File: src/rtl/host_job_sequencer.sv
// host_job_sequencer
//   Runs one accelerator job per host command:
//     1. loads host words into the external RAM;
//     2. pulses the accelerator start and hands it the RAM until acc_done;
//     3. reads the result region back and streams it to the host under backpressure.
//
//   Ports:
//     clk, rst              clock, asynchronous active-high reset
//     cmd_go, cfg_*         job request and job configuration (latched in IDLE)
//     s_valid/s_data/s_ready         host input stream
//     m_valid/m_data/m_last/m_ready  host result stream
//     ram_en/ram_we/ram_addr/ram_wdata/ram_rdata   external RAM port
//     ram_sel               1 = accelerator owns the RAM
//     acc_host_start, acc_ext_ram_start_addr, acc_done   accelerator control
//     busy, job_done        status

`ifndef ADDR_EXT_RAM
`define ADDR_EXT_RAM 16
`endif
`ifndef WID_RAM
`define WID_RAM 32
`endif

module host_job_sequencer #(
  parameter int unsigned ADDR_W = `ADDR_EXT_RAM,
  parameter int unsigned DATA_W = `WID_RAM
) (
  input  logic              clk,
  input  logic              rst,
  input  logic              cmd_go,
  input  logic [ADDR_W-1:0] cfg_load_addr,
  input  logic [ADDR_W-1:0] cfg_load_len,
  input  logic [ADDR_W-1:0] cfg_res_addr,
  input  logic [ADDR_W-1:0] cfg_res_len,
  input  logic [ADDR_W-1:0] cfg_acc_addr,
  input  logic              s_valid,
  input  logic [DATA_W-1:0] s_data,
  output logic              s_ready,
  output logic              m_valid,
  output logic [DATA_W-1:0] m_data,
  output logic              m_last,
  input  logic              m_ready,
  output logic              ram_en,
  output logic              ram_we,
  output logic [ADDR_W-1:0] ram_addr,
  output logic [DATA_W-1:0] ram_wdata,
  input  logic [DATA_W-1:0] ram_rdata,
  output logic              ram_sel,
  output logic              acc_host_start,
  output logic [ADDR_W-1:0] acc_ext_ram_start_addr,
  input  logic              acc_done,
  output logic              busy,
  output logic              job_done
);

  typedef enum logic [2:0] {
    StIdle, StLoad, StStart, StRun, StDrain, StFinish
  } state_e;

  localparam logic [ADDR_W-1:0] LenOne = ADDR_W'(1);

  state_e            r_state, w_state_d;
  logic [ADDR_W-1:0] r_load_addr, r_load_len, r_res_addr, r_res_len, r_acc_addr;
  logic [ADDR_W-1:0] r_i;     // words loaded
  logic [ADDR_W-1:0] r_j;     // result reads issued
  logic [ADDR_W-1:0] r_k;     // result words popped (index of FIFO head)
  logic              r_pend;  // read issued last cycle, data lands this cycle
  logic [DATA_W-1:0] r_fifo [2];
  logic              r_wr_ptr, r_rd_ptr;
  logic [1:0]        r_count;

  logic w_beat, w_issue, w_pop, w_nempty, w_last, w_credit;

  assign w_beat   = (r_state == StLoad) && s_valid;
  assign w_nempty = (r_count != 2'd0);
  assign w_pop    = w_nempty && m_ready;
  assign w_last   = (r_k == r_res_len - LenOne);
  // Occupancy including the read in flight must stay below the FIFO depth of 2.
  assign w_credit = ({1'b0, r_count} + {2'b00, r_pend}) < (3'd2 + {2'b00, w_pop});
  assign w_issue  = (r_state == StDrain) && (r_j < r_res_len) && w_credit;

  assign s_ready                = (r_state == StLoad);
  assign ram_sel                = (r_state == StStart) || (r_state == StRun);
  assign acc_host_start         = (r_state == StStart);
  assign acc_ext_ram_start_addr = ram_sel ? r_acc_addr : '0;
  assign busy                   = (r_state != StIdle);
  assign job_done               = (r_state == StFinish);
  assign ram_en                 = w_beat || w_issue;
  assign ram_we                 = w_beat;
  assign ram_addr               = w_beat  ? r_load_addr + r_i :
                                  w_issue ? r_res_addr + r_j  : '0;
  assign ram_wdata              = w_beat ? s_data : '0;
  assign m_valid                = w_nempty;
  assign m_data                 = w_nempty ? r_fifo[r_rd_ptr] : '0;
  assign m_last                 = w_nempty && w_last;

  always_comb begin
    w_state_d = r_state;
    unique case (r_state)
      StIdle:   if (cmd_go) w_state_d = (cfg_load_len == '0) ? StStart : StLoad;
      StLoad:   if (w_beat && (r_i == r_load_len - LenOne)) w_state_d = StStart;
      StStart:  w_state_d = StRun;
      StRun:    if (acc_done) w_state_d = (r_res_len == '0) ? StFinish : StDrain;
      StDrain:  if (w_pop && w_last) w_state_d = StFinish;
      StFinish: w_state_d = StIdle;
      default:  w_state_d = StIdle;
    endcase
  end

  always_ff @(posedge clk or posedge rst) begin
    if (rst) begin
      r_state     <= StIdle;
      r_load_addr <= '0;
      r_load_len  <= '0;
      r_res_addr  <= '0;
      r_res_len   <= '0;
      r_acc_addr  <= '0;
      r_i         <= '0;
      r_j         <= '0;
      r_k         <= '0;
      r_pend      <= 1'b0;
      r_fifo[0]   <= '0;
      r_fifo[1]   <= '0;
      r_wr_ptr    <= 1'b0;
      r_rd_ptr    <= 1'b0;
      r_count     <= 2'd0;
    end else begin
      r_state <= w_state_d;
      if ((r_state == StIdle) && cmd_go) begin
        r_load_addr <= cfg_load_addr;
        r_load_len  <= cfg_load_len;
        r_res_addr  <= cfg_res_addr;
        r_res_len   <= cfg_res_len;
        r_acc_addr  <= cfg_acc_addr;
        r_i         <= '0;
        r_j         <= '0;
        r_k         <= '0;
        r_pend      <= 1'b0;
        r_wr_ptr    <= 1'b0;
        r_rd_ptr    <= 1'b0;
        r_count     <= 2'd0;
      end else begin
        if (w_beat)  r_i <= r_i + LenOne;
        if (w_issue) r_j <= r_j + LenOne;
        r_pend <= w_issue;
        if (r_pend) begin
          r_fifo[r_wr_ptr] <= ram_rdata;
          r_wr_ptr         <= ~r_wr_ptr;
        end
        if (w_pop) begin
          r_rd_ptr <= ~r_rd_ptr;
          r_k      <= r_k + LenOne;
        end
        if (r_pend && !w_pop)      r_count <= r_count + 2'd1;
        else if (!r_pend && w_pop) r_count <= r_count - 2'd1;
      end
    end
  end

endmodule

File: config.mk
export PLATFORM = sky130hd
export DESIGN_NAME = host_job_sequencer
export DESIGN_NICKNAME = d
export VERILOG_FILES = /design/src/rtl/host_job_sequencer.sv
export SDC_FILE = /design/constraint.sdc
export NUM_CORES = 1
export LEC_CHECK = 0
export ABC_AREA = 1
export BUFFER_PORTS_ARGS = -buffer_cell sky130_fd_sc_hd__buf_4
export CAP_MARGIN = 10
export CORE_ASPECT_RATIO = 0.7
export CORE_UTILIZATION = 60
export DETAILED_ROUTE_END_ITERATION = 16
export PLACE_DENSITY = 0.92
export SYNTH_ARGS = -nofsm -noshare
export SYNTH_HDL_FRONTEND = slang
export SYNTH_SLANG_ARGS = --single-unit
File: constraint.sdc
create_clock -name clk -period 11.2 [get_ports clk]
set_clock_uncertainty 0.15 [all_clocks]
set_input_delay 1.12 -clock clk [delete_from_list [all_inputs] [get_ports clk]]
set_output_delay 1.12 -clock clk [all_outputs]
set_load 0.01 [all_outputs]
# Word level (Yosys, flattened, before mapping)
# Cells that the tools add are included.
# word_totals
wordCells	106
input_bits	150
register_bits	200
# op_classes
n_bitwise	5
reduce_logical	27
n_eq_ne	11
n_mux	32
magnitude_cmp	5
add_sub_neg	11
# ops
op	n
$mux 32	6
$mux 16	9
$bwmux 64	1
$add 16x1->16 const B	3
$add 16x16->16	2
$demux 32 s1	1
$eq 16x16->1	2
$logic_not 16->1	2
$sub 16x1->16 const B	2
$lt 16x16->1	1
$pmux 3 s5	1
$mux 3	4
$logic_and 1x1->1	11
$reduce_bool 2->1	5
$mux 2	4
$eq 3x2->1 const B	2
$eq 3x3->1 const B	2
$mux 1	6
$reduce_bool 3->1	2
$ge 2x2->1 const B	2
$ne 2x1->1 const B	2
$ne 2x2->1 const B	2
$not 1->2	2
$reduce_and 4->1	1
other kinds (12)	16

# Depth between registers and ports, before layout
# Gate-level depths: netlist of the first run.
# logic_depth
ltp_word	7
depth_mapped	16
ltp_nobuf	16

# Worst setup path before layout of the first run
# Ideal clock, no wire load.
# synth_timing
path_kind	input to output
from	input m_ready
to	output ram_addr[8]
setup_slack_ns	7.684
required_time_ns	9.930
n_path_buf	1
t_arrival_ns	2.246
path_stages	7
cell_sequence	nand2_2 o21ai_0 inv_1 a311oi_4 nand2_4 buf_6 o21ai_1
# synth_between
elab_chain_len	6
# synth_lines
element	line	source
start, declared	42	input logic m_ready,
$logic_and 1x1->1	76	assign w_pop = w_nempty && m_ready;
$add 2x1->3	79	assign w_credit = ({1'b0, r_count} + {2'b00, r_pend}) < (3'd2 + {2'b00, w_pop});
$lt 3x3->1	79	
$logic_and 1x1->1	80	assign w_issue = (r_state == StDrain) && (r_j < r_res_len) && w_credit;
$mux 16	91	w_issue ? r_res_addr + r_j : '0;
$mux 16	90	assign ram_addr = w_beat ? r_load_addr + r_i :
end, declared	45	output logic [ADDR_W-1:0] ram_addr,
# No other way between the ends.

# Worst setup path after layout of the first run
# layout_timing
from	register r_j[0]
to	output ram_addr[14]
# layout_between
elab_chain_len	5
word_cells_on_any_way	6
classes_between	add/sub (1); order compare (1); mux (2); reduce/logical (2)
# layout_lines
element	line	source
start, declared	65	logic [ADDR_W-1:0] r_j;
start signal, assigned	144	if (w_issue) r_j <= r_j + LenOne;
$lt 16x16->1	80	
$logic_and 1x1->1 (2 in a row)	80	
$mux 16 *	91	
$mux 16 *	90	
# Mark *: on every way between the ends. The rest lies on a longest branch, timed or not.

==> reports/qor.txt, run 1 <==
Post CTS Setup Buffer Count: 0
Die Wd: 174 um
Area share of the largest cell type after synthesis: 40.1%
Worst Setup Slack, final: 6.62 ns
Flop pwr share: 35.1%
Total CTS buffers: 17
Wire per inst: 16.1 um
N_diodes: 0
Sw frac: 45.1%
Rel. slew slack: 24.2%
Synthesized Nets: 1937
Largest net degree at the start of global routing: 112
Overall global routing resource usage: 33.6%
H-tree depth: 4
Power share of the clock group: 17.6%
Vias in the first global route: 11500
Logic gate share of total power: 47.3%
Synth area leader: dfrtp_1
IO Pins: 255
Yosys cell types: 48
Layout cells sized above 1: 17.2%
Layout Nets: 2156
Critical-path maximum fanout: 7
Vias post-DR: 12500
Row cnt: 43
Post-route ant nets: 0
Critical Path Source Type: register
Cell count after synthesis: 1732
Synth top area cells: dfrtp_1 (40%), nand2_1 (15%), inv_1 (6.5%)
Final Setup Violations: 0
FMAX: 219 MHz
CP Class: reg2out
Post-route cell area: 15100 um2
Crit path DAT: 3.31 ns
Total wire length: 35900 um
TNS Setup: 0 ns
Die Y: 123 um
WP data required: 9.93 ns
RD Place Congestion: 0.941
Psw: 1.54 mW
Pre-antenna DRT Iters: 6
Vias per inst: 5.59
Max cap viols: 0
First-pass GRT wire length: 57000 um
Hold Path Class: reg2reg
Post-synthesis sequential area ratio: 40.1%
PwrDens: 226 nW/um2
RSZ-0062 raised after global routing: false
Tightest Pin Transition: 1.14 ns
Pint: 1.88 mW
CORE AREA: 20100 um2
Initial Util: 62.2%
Root Buffer: clkbuf_16
Mapped cell area: 12500 um2
DRT iter0 DRCs: 1392
Tmin final: 4.58 ns
Status: completed
Number of port buffers: 254
DRC Markers: 0
Clock transition at path regs: 0.07 ns
Initial antenna violation count: 0
Post-CTS sizing: 0
Crit end category: output pin
Slew Limit Fails: 0
Post-DP HPWL: 26100 um
Register bit total from synthesis: 200
Total Power: 3.42 mW
Gr ovfl total: 0
Pleak: 8.04 nW
Clock sink count: 200
Final Hold Fails: 0
Place WS: 7.04 ns
Die ar.: 21400 um2
Syn avg cell area: 7.21 um2
Hold WS: 0.339 ns
Period utilization: 40.9%
YS warnings: 0
Peak VDD IR: 0.137 mV
CTS tree: yes
Worst-Skew Late Latency: 0.45 ns
CTS Buffer Depth: 2
DP Area: 14500 um2
Hold Buf Count CTS: 0
Area delta synth->final: 21.1%
==> final cells by class <==
type,instances,area [um2]
Clock inverter,12,108
Tap cell,270,338
Multi-Input combinational cell,1247,6380
Inverter,223,846
Fill cell,1546,4960
Clock buffer,19,453
Timing Repair Buffer,262,1990
Sequential cell,200,5000
==> power by group through the flow <==
stage               sequential, mW  combinational [mW]  clock, mW
floorplan                     1.12                1.09          0
global placement              1.18                1.51          0
detailed placement            1.19                1.58          0
CTS                           1.19                1.60      0.607
global route                  1.22                1.80      0.637
finish                        1.20                1.62      0.602
==> stage by stage <==
step / util (%) / instances
floorplan: - / 1732
global placement: 72.4 / 2201
detailed placement: 72.4 / 2201
CTS: 75.2 / 2232
global route: 75.3 / 2233
finish: 75.3 / 2233
==> path summary, 6_finish.rpt <==
path                                        start  cells after the start  slack [ns]                    endpoint
setup / recovery               r_j[0]$_DFFE_PP0P_                     12        6.62                ram_addr[14]
hold / removal              r_fifo[6]$_DFFE_PP0P_                      2        0.34       r_fifo[6]$_DFFE_PP0P_
setup reg to reg           r_state[2]$_DFFE_PP0P_                      5        7.60      r_fifo[18]$_DFFE_PP0P_
hold reg to reg             r_fifo[6]$_DFFE_PP0P_                      2        0.34       r_fifo[6]$_DFFE_PP0P_
max in group asynchronous                     rst                      4        8.93   r_acc_addr[4]$_DFFE_PP0P_
min in group asynchronous                     rst                      2        0.65  r_load_addr[3]$_DFFE_PP0P_
==> cells by family (layout without fill, tap and decap cells) <==
| family | Yosys count | in the layout | share of synthesized area [%] |
|---|---|---|---|
| and+or+nand+nor | 836 | 836 | 28.0 |
| AOI/OAI and AO/OA | 290 | 290 | 12.7 |
| buffers and inverters | 285 | 516 | 8.84 |
| DFF | 200 | 200 | 40.1 |
| xor gates and xnor gates | 66 | 66 | 4.74 |
| adders and majority gates | 55 | 55 | 5.63 |
==> layout by cell type (no fill, tap or decap), drive strengths merged <==
cell / n
nand2: 499
buf: 262
inv: 226
dfrtp: 200
nor2: 173
o21ai: 172
a21oi: 92
nand3: 88
ha: 53
xor2: 38
nor3: 34
xnor2: 27
nand4: 25
clkbuf: 19
a211oi: 7
nor4: 7
nand3b: 5
a21o: 5
clkinvlp: 5
a31oi: 4
clkinv: 4
o31ai: 3
and3: 3
o21a: 2
fa: 2
xnor3: 1
o21bai: 1
a311oi: 1
a21boi: 1
o22ai: 1
and2: 1
or2: 1
o211a: 1
==> Yosys cell counts, drive strengths merged <==
cell / number
a211oi: 7
a21boi: 1
a21o: 5
a21oi: 92
a311oi: 1
a31oi: 4
and2: 1
and3: 3
buf: 14
clkbuf: 48
clkinv: 2
dfrtp: 200
fa: 2
ha: 53
inv: 221
nand2: 499
nand3: 88
nand3b: 5
nand4: 25
nor2: 173
nor3: 34
nor4: 7
o211a: 1
o21a: 2
o21ai: 172
o21bai: 1
o22ai: 1
o31ai: 3
or2: 1
xnor2: 27
xnor3: 1
xor2: 38
==> state kept, by name, summed over array words and instances (netlist names) <==
| register | count |
|---|---|
| r_rd_ptr | 1 |
| r_i | 16 |
| r_acc_addr | 16 |
| r_res_len | 16 |
| r_count | 2 |
| r_res_addr | 16 |
| r_pend | 1 |
| r_load_len | 16 |
| r_state | 3 |
| r_load_addr | 16 |
| r_j | 16 |
| r_k | 16 |
| r_wr_ptr | 1 |
| r_fifo | 64 |
==> worst max-delay path, cell delays in order (launching register included) <==
cell	delay, ns
dfrtp_1	0.50
ha_1	0.30
fa_1	0.44
nand3_1	0.11
nand2_1	0.09
a21boi_0	0.43
inv_1	0.14
nand3_1	0.10
nand2_1	0.09
xor2_1	0.31
nand2_1	0.10
o21ai_0	0.09
buf_4	0.15
==> routing by layer <==
metal	part of all wire [%]	GRT usage [%]	vias to the layer above	wire length [um]
met5	0	0	-	0
met4	1.4	7.79	0	508
met3	11	8.12	59	4070
met2	45	52.0	673	16100
met1	42	47.9	5793	15200
li1	-	-	5964	-
Note: power is estimated with default switching activity, not from simulation.
==> inputs of run 2 (changes only) <==
- CORE_UTILIZATION: 60 -> 56
- PLACE_DENSITY: 0.92 -> 0.87
- clock period: 11.2 -> 4.3 ns (I/O delays scaled with it)
==> run 2 against run 1 <==
  * Worst setup slack got worse by 6.0 ns
  * Register-to-register slack lost 6.2 ns
  * Utilization down 5.7 points
  * Combinational power grew to 2.6 times the previous value
  * Worst hold slack lost 0.31 ns
  * Largest cell class unchanged
==> reports/qor.txt, run 2 (synthesized netlist as in run 1, its figures left out) <==
Die Wd: 180 um (+3.5%)
Hold Path Class: in2reg
Crit end category: output pin
CTS Buffer Depth: 2 (unchanged)
PwrDens: 584 nW/um2 (+160%)
Pleak: 8.08 nW (+0.44%)
Slew Limit Fails: 0 (unchanged)
Worst hold stages: 3 (+1)
Wire per inst: 15.5 um (-3.8%)
Pre-antenna DRT Iters: 5 (-1)
Critical-path maximum fanout: 33 (+26)
Root Buffer: clkbuf_16
Clock sink count: 200 (unchanged)
Initial antenna violation count: 0 (unchanged)
Psw: 3.93 mW (+150%)
Top reg by flops: r_fifo
Vias post-DR: 12300 (-1.8%)
Post-route cell area: 15200 um2 (+0.40%)
Overall global routing resource usage: 31.0% (-2.6 points)
Crit path DAT: 3.09 ns (-0.22 ns)
DRT iter0 DRCs: 1217 (-13%)
Layout Nets: 2160 (+0.19%)
RR Endpoint: r_res_len[1]$_DFFE_PP0P_
Final Setup Violations: 0 (unchanged)
Die Y: 127 um (+3.5%)
R2R Setup Slk: 1.42 ns (-6.18 ns)
Vias per inst: 5.46 (-2.5%)
Max cap viols: 0 (unchanged)
Initial Util: 57.3% (-4.9 points)
Status: completed
Row cnt: 45 (+4.7%)
Fillers: 1765 (+14%)
TNS Setup: 0 ns (unchanged)
Tmin final: 3.67 ns
Sw frac: 44.3% (-0.75 points)
CORE AREA: 21800 um2 (+8.6%)
Fin util: 69.6% (-5.7 points)
Logic gate share of total power: 47.0% (-0.3 points)
R2R cell count: 6 (+1)
RSZ-0062 raised after global routing: false
Place WS: 1.16 ns (-5.88 ns)
Total CTS buffers: 17 (unchanged)
Hold Path End: r_res_addr[10]$_DFFE_PP0P_
Rel. slew slack: 25.2% (+1.0 points)
Power share of the clock group: 18.2% (+0.6 points)
Number of port buffers: 254 (unchanged)
RD Place Congestion: 0.967 (+2.8%)
FMAX: 272 MHz
Post-DP HPWL: 25900 um (-0.81%)
Period utilization: 85.4%
Max reg flops: 64 (unchanged)
Tightest Pin Transition: 1.12 ns (-0.0152 ns)
Die ar.: 22900 um2 (+7.0%)
Reg2Reg Launch Point: r_state[2]$_DFFE_PP0P_
Final Hold Fails: 0 (unchanged)
WP data required: 3.72 ns (-6.21 ns)
Worst Setup Slack, final: 0.626 ns (-6.00 ns)
Area delta synth->final: 21.6%
Post-route ant nets: 0 (unchanged)
Critical Path Source Type: register
Gr ovfl total: 0 (unchanged)
H-tree depth: 4 (unchanged)
CP Class: reg2out
Largest net degree at the start of global routing: 68 (-39%)
Most common cell after layout, fill and taps aside: nand2_1
N_diodes: 0 (unchanged)
Post CTS Setup Buffer Count: 0 (unchanged)
CTS tree: yes
Worst-Skew Late Latency: 0.45 ns (about the same)
DRC Markers: 0 (unchanged)
Layout cells sized above 1: 17.3% (+0.12 points)
Peak VDD IR: 0.321 mV (+130%)
DP Area: 14600 um2 (+0.46%)
IO Pins: 255 (unchanged)
Total Power: 8.86 mW (+160%)
Total wire length: 34800 um (-3.1%)
Most frequent cells in the layout: nand2_1 (492), buf_4 (263), inv_1 (214)
Flop pwr share: 34.7% (-0.4 points)
First-pass GRT wire length: 56900 um (-0.16%)
Min-delay src: cfg_res_addr[10]
Pint: 4.93 mW (+160%)
Clock transition at path regs: 0.08 ns (about the same)
Vias in the first global route: 11300 (-2.0%)
## run 2: changes by cell type in the layout (fill, tap and decap cells not counted), sizes merged
| cell | delta |
|---|---|
| clkinv | +3 |
| clkbuf | -1 |
| dlygate4sd3 | +1 |
| bufinv | +1 |
| clkinvlp | -3 |
| buf | +3 |
## run 2: worst max-delay path, cell delays in order, from the launching register on
cell,delay (ns)
dfrtp_1,0.49
ha_1,0.34
a21oi_1,0.13
nor2_1,0.06
a211oi_1,0.19
a21oi_1,0.12
o21bai_2,0.32
nand2_4,0.37
inv_2,0.23
nand2_1,0.07
o21ai_0,0.14
buf_4,0.19
## run 2: worst max path at each step
stage                             startpoint                   endpoint  depth (start not counted)
floorplan                                rst  r_acc_addr[0]$_DFFE_PP0P_                          1
global placement          r_j[0]$_DFFE_PP0P_               ram_addr[12]                         12
detailed placement        r_j[5]$_DFFE_PP0P_               ram_addr[14]                         11
CTS                       r_j[5]$_DFFE_PP0P_               ram_addr[14]                         11
global route        r_res_len[7]$_DFFE_PP0P_               ram_addr[14]                         12
finish                    r_j[5]$_DFFE_PP0P_               ram_addr[14]                         11
## run 2: repair_timing
| action | CTS | global route |
|---|---|---|
| endpoints found under the hold margin | 25 | 0 |
| gates resized for setup | 0 | 0 |
| hold buffers | 1 | 0 |
## run 2: power groups by stage
stage               clock, mW  sequential (mW)  combinational [mW]
floorplan                   0             2.92                2.84
global placement            0             3.05                4.01
detailed placement          0             3.09                4.10
CTS                      1.63             3.06                4.13
global route             1.71             3.15                4.67
finish                   1.62             3.08                4.17
## run 2: through the flow
step           hold WS [ns]  std cells
6_report             0.0261       2249
5_1_grt              0.0195       2249
4_1_cts              0.0133       2249
3_5_place_dp          0.323       2217
3_3_place_gp          0.315       2217
2_1_floorplan         0.303       1732
## run 2: area by class of cell
cell class / instances / area [um2] / share of cell area [%]
clock inverter: 13 / 133 / 0.874
timing repair buffer: 266 / 2020 / 13.3
clock buffer: 18 / 439 / 2.89
tap: 282 / 353 / 2.33
sequential: 200 / 5000 / 33.0
multi-input combinational: 1247 / 6380 / 42.0
inverter: 223 / 842 / 5.55
## run 2: layer usage
| metal | track usage, % | wire length [um] |
|---|---|---|
| met1 | 47.0 | 16500 |
| met2 | 44.9 | 14700 |
| met3 | 7.38 | 3300 |
| met4 | 6.28 | 320 |
| met5 | 0 | 0 |
